--- config.mk ---
export PLATFORM = sky130hd
export DESIGN_NAME = pipe_ctrl
export DESIGN_NICKNAME = d
export VERILOG_FILES = /design/src/rtl/pipe_ctrl.sv
export SDC_FILE = /design/constraint.sdc
export NUM_CORES = 1
export LEC_CHECK = 0
export BUFFER_PORTS_ARGS = -buffer_cell sky130_fd_sc_hd__buf_2
export CAP_MARGIN = 40
export CELL_PAD_IN_SITES_DETAIL_PLACEMENT = 1
export CELL_PAD_IN_SITES_GLOBAL_PLACEMENT = 1
export CORE_UTILIZATION = 27
export CTS_BUF_LIST = sky130_fd_sc_hd__clkbuf_8 sky130_fd_sc_hd__clkbuf_16
export DETAILED_ROUTE_END_ITERATION = 16
export HOLD_SLACK_MARGIN = 0.08
export PLACE_DENSITY = 0.8
export SYNTH_ARGS = -nofsm -noshare
export SYNTH_HDL_FRONTEND = slang
export SYNTH_SLANG_ARGS = --single-unit
export TNS_END_PERCENT = 5
--- constraint.sdc ---
create_clock -name clk -period 1.8 [get_ports clk]
set_input_delay 0.36 -clock clk [delete_from_list [all_inputs] [get_ports clk]]
set_output_delay 0.36 -clock clk [all_outputs]
set_load 0.01 [all_outputs]
--- src/rtl/pipe_ctrl.sv ---
// Pipeline hazard/stall controller: load-use stalls, multi-cycle EX ops and flush sequencing.
// Optional stall performance counter enabled by defining PIPE_CTRL_PERF_EN.
module pipe_ctrl (
  input  logic        clk,
  input  logic        reset,
  input  logic        id_rd1_en,
  input  logic        id_rd2_en,
  input  logic [4:0]  id_addr1,
  input  logic [4:0]  id_addr2,
  input  logic        ex_mem_read,
  input  logic        ex_wr_en,
  input  logic [4:0]  ex_wr_addr,
  input  logic        ex_multi_start,
  input  logic [3:0]  ex_multi_len,
  input  logic        flush_req,
  output logic [5:0]  stall,
  output logic        flush,
  output logic        ex_multi_done,
  output logic        busy,
  output logic [31:0] stall_cycles
);

  typedef enum logic [1:0] {RUN, MULTI, FLUSH} state_e;

  state_e     state_q, state_d;
  logic [3:0] cnt_q, cnt_d;
  logic       flush_q;
  logic       done_q, done_d;
  logic       load_use;
  logic [3:0] len;

  assign load_use = ex_mem_read & ex_wr_en & (ex_wr_addr != 5'd0) &
                    ((id_rd1_en & (id_addr1 == ex_wr_addr)) |
                     (id_rd2_en & (id_addr2 == ex_wr_addr)));

  // A zero length request still occupies EX for one cycle.
  assign len = (ex_multi_len == 4'd0) ? 4'd1 : ex_multi_len;

  always_ff @(posedge clk) begin
    if (reset) begin
      state_q <= RUN;
      cnt_q   <= 4'd0;
      flush_q <= 1'b0;
      done_q  <= 1'b0;
    end else begin
      state_q <= state_d;
      cnt_q   <= cnt_d;
      flush_q <= (state_d == FLUSH);
      done_q  <= done_d;
    end
  end

  always_comb begin
    state_d = state_q;
    cnt_d   = cnt_q;
    done_d  = 1'b0;
    if (flush_req) begin
      state_d = FLUSH;
      cnt_d   = 4'd0;
    end else begin
      case (state_q)
        RUN: begin
          if (ex_multi_start) begin
            if (len == 4'd1) begin
              done_d = 1'b1;
            end else begin
              cnt_d   = len - 4'd1;
              state_d = MULTI;
            end
          end
        end
        MULTI: begin
          // cnt==1 is the final stalled cycle; completion is flagged in the following RUN cycle.
          if (cnt_q <= 4'd1) begin
            state_d = RUN;
            cnt_d   = 4'd0;
            done_d  = 1'b1;
          end else begin
            cnt_d = cnt_q - 4'd1;
          end
        end
        FLUSH:   state_d = RUN;
        default: state_d = RUN;
      endcase
    end
  end

  always_comb begin
    stall = 6'b000000;
    if (!reset && !flush_req) begin
      case (state_q)
        RUN: begin
          if (ex_multi_start)
            stall = 6'b001111;
          else if (load_use)
            stall = 6'b000111;
        end
        MULTI:   stall = 6'b001111;
        default: stall = 6'b000000;
      endcase
    end
  end

  assign busy          = (state_q != RUN);
  assign flush         = flush_q;
  assign ex_multi_done = done_q;

`ifdef PIPE_CTRL_PERF_EN
  logic [31:0] stall_cycles_q;

  always_ff @(posedge clk) begin
    if (reset)
      stall_cycles_q <= 32'd0;
    else if (stall[2] && (stall_cycles_q != 32'hFFFF_FFFF))
      stall_cycles_q <= stall_cycles_q + 32'd1;
  end

  assign stall_cycles = stall_cycles_q;
`else
  assign stall_cycles = 32'd0;
`endif

endmodule

==> summary.md <==
| Metric | Value |
|---|---|
| CP arrival | `1480 ps` |
| Synth cell count leaders | `36 x buf_4, 9 x nor2_1, 8 x dfxtp_1, 8 x xor2_1, 5 x inv_1` |
| Die area | `3650 sq um` |
| Synth Warn # | `0` |
| N_diodes | `0` |
| Async S/R FF share, synth | `0%` |
| First-pass GRT wire length | `3.13 mm` |
| PnR Total Power | `592 uW` |
| Initial antenna violation count | `0` |
| Synth-to-layout area growth | `23.5%` |
| Vias in the first global route | `786` |
| Crit path buffers/inverters | `2` |
| Top FF cell, synth | `dfxtp_1` |
| CP startpoint kind | `input port` |
| # IOs | `68` |
| Worst path max stage delay | `280 ps` |
| GRT overflow | `0` |
| Postcts setup bufs | `0` |
| Routed Antenna Nets | `0` |
| Slew Limit Fails | `0` |
| Clock-pin slew on the worst setup and hold paths | `40 ps` |
| Max Freq | `544 MHz` |
| Crit path max-delay cell type | `nor4_1` |
| DP Cell Count | `197` |
| Layout fillers | `428` |
| Final nets | `189` |
| Core region area | `3150 sq um` |
| TritonCTS clock tree | `yes` |
| Synth area leaders | `buf_4 29%, dfxtp_1 17%, xor2_1 7.6%` |
| Netlist cell types | `35` |
| Final hold vios | `0` |
| Worst setup slack after layout | `-38.6 ps` |
| Clock Tree Buf Depth | `2` |
| Status | `finished, violations left` |
| Total GRT Usage | `11.2%` |
| Crit. End Element | `primary output` |
| Max Cap Violations | `0` |
| RSZ-0062 raised after global routing | `yes` |
| Starting Density | `29.2%` |
| Synth top area share | `29.3%` |
| Clock Skew | `3.56 ps` |
| Clock Latency Late Sink | `220 ps` |
| Die Span X | `60.4 um` |
| Drt initial violations | `22` |
| Gpl congestion | `0.711` |
| Sink Count | `8` |
| Power Density | `521 nW/um^2` |
| DRT Wirelength | `1.92 mm` |
| Hold WC Path Type | `in -> reg` |
| Failing checks | `negative setup slack` |
| DR vias | `809` |
| Dominant cell type by area after synthesis | `buf_4` |
| WP data required | `1440 ps` |
| Critical path, cell by cell | `buf_6 -> xor2_1 -> nor4_1 -> and3_1 -> a31oi_1 -> o21bai_1 -> buf_2` |
| Post-Layout Cell Count | `200` |
| Kind of critical path | `in -> out` |
| Leakage | `0.577 nW` |
| Root Buffer | `clkbuf_8` |
| Area occupied by registers | `160 sq um` |
| Routed len/inst | `9.60 um` |
| DR vias/cell | `4.05` |
| Most frequent cell after synthesis | `buf_4` |
| VDD IR max | `0.221 mV` |
| Flops & latches, synth | `8` |
| Die height | `60.4 um` |
| Site Rows | `20` |
| Synth Cell Area | `921 sq um` |
| Period utilization | `102%` |
| Setup TNS | `-112 ps` |
| Synth Area per Inst | `8.01 sq um` |
| Layout cells sized above 1 | `33.3%` |
| Final HPWL DP | `1.75 mm` |
| Num CTS Buffers | `3` |
| Port Buffers | `33` |
| Htree depth | `1` |
| Multi-input logic area | `604 sq um` |
| Pin count of the biggest net entering global routing | `8` |
| Tmin final | `1840 ps` |
| Setup violations, final | `3` |
| Seq/Total Area, Yosys | `17.4%` |
| CP delay by family, top | `simple AND/OR/NAND/NOR gates` |
| DRC violations left | `0` |
| Cells after synthesis | `115` |
| EDFF count, synth | `0` |
| Worst-path fanout max | `3` |
| First-pass DRT Iterations | `4` |
-- kinds of logic after synthesis --
kind of cell / Yosys count / share of synthesized area (%)
buffers and inverters: 42 / 31.8
AND/OR/NAND/NOR: 29 / 17.4
AO/OA/AOI/OAI: 20 / 17.1
XOR/XNOR: 11 / 10.5
flip-flops: 8 / 17.4
adder cells (fa/ha/maj): 4 / 5.43
other: 1 / 0.407
-- layer usage --
metal | global-route usage [%] | vias to the layer above | part of all wire, %
met5 | 0 | - | 0
met2 | 23.2 | 45 | 54
met1 | 11.2 | 362 | 37
met4 | 0 | 0 | 0
met3 | 3.62 | 0 | 8.7
li1 | - | 402 | -
-- where the power goes --
group / internal [mW] / switching (mW)
Combinational: 0.0848 / 0.106
Sequential: 0.185 / 0.00816
Clock: 0.144 / 0.0639
-- worst paths after layout --
check	from	to	slack (ps)	cells after the start
worst max-delay path	id_addr1[1]	stall[1]	-40	7
worst min-delay path	reset	state_q[1]$_SDFF_PP0_	330	2
worst max register to register	cnt_q[0]$_SDFFE_PN0P_	cnt_q[1]$_SDFFE_PN0P_	230	7
worst min register to register	state_q[1]$_SDFF_PP0_	ex_multi_done$_SDFF_PN0_	530	1
-- layout make-up --
| class | count | share of cell area, % |
|---|---|---|
| multi-input combinational | 98 | 53.1 |
| timing repair buffer | 42 | 22.7 |
| sequential | 8 | 14.1 |
| tap | 44 | 4.84 |
| clock buffer | 3 | 3.63 |
| inverter | 5 | 1.65 |
-- flip-flops by register name, indices dropped and copies added, names as in the netlist --
signal	flops
cnt_q	4
state_q	2
flush	1
ex_multi_done	1
-- cells in the final DEF (no fill, tap or decap), types with 2 or more instances in the layout --
cell type / instances
xnor2_1: 3
xor2_1: 8
clkbuf_8: 3
buf_2: 29
nor3_1: 4
nor2b_1: 2
nor2_1: 9
nand2_1: 2
o21ai_1: 4
dfxtp_1: 8
a22oi_1: 2
nand2b_1: 3
buf_4: 9
conb_1: 34
buf_6: 4
inv_1: 5
ha_1: 4
a21oi_1: 3
nor4_1: 2
-- what timing repair did --
action,CTS,global route
resized for setup,7,1
setup endpoints to repair,3,5
hold buffers,0,0
pin swaps,6,0
-- worst reg2reg max path: cells and delay by family (launching register included) --
kind	cells	cell delay, ps
fa+ha+maj	1	230
simple gates	3	460
buf+inv	1	70
flops	1	390
compound gates	2	370
-- through the flow --
stage | instance area (sq um) | util [%] | worst slack, ps | hold WS [ps]
5_1_grt | 1140 | 36.1 | -192 | 320
3_5_place_dp | 1060 | 33.6 | -131 | 537
4_1_cts | 1130 | 35.9 | -73.6 | 323
6_report | 1140 | 36.1 | -38.6 | 326
2_1_floorplan | 1040 | - | 11.6 | 432
3_3_place_gp | 1060 | 33.6 | -73.9 | 517
Note: power is estimated with default switching activity, not from simulation.
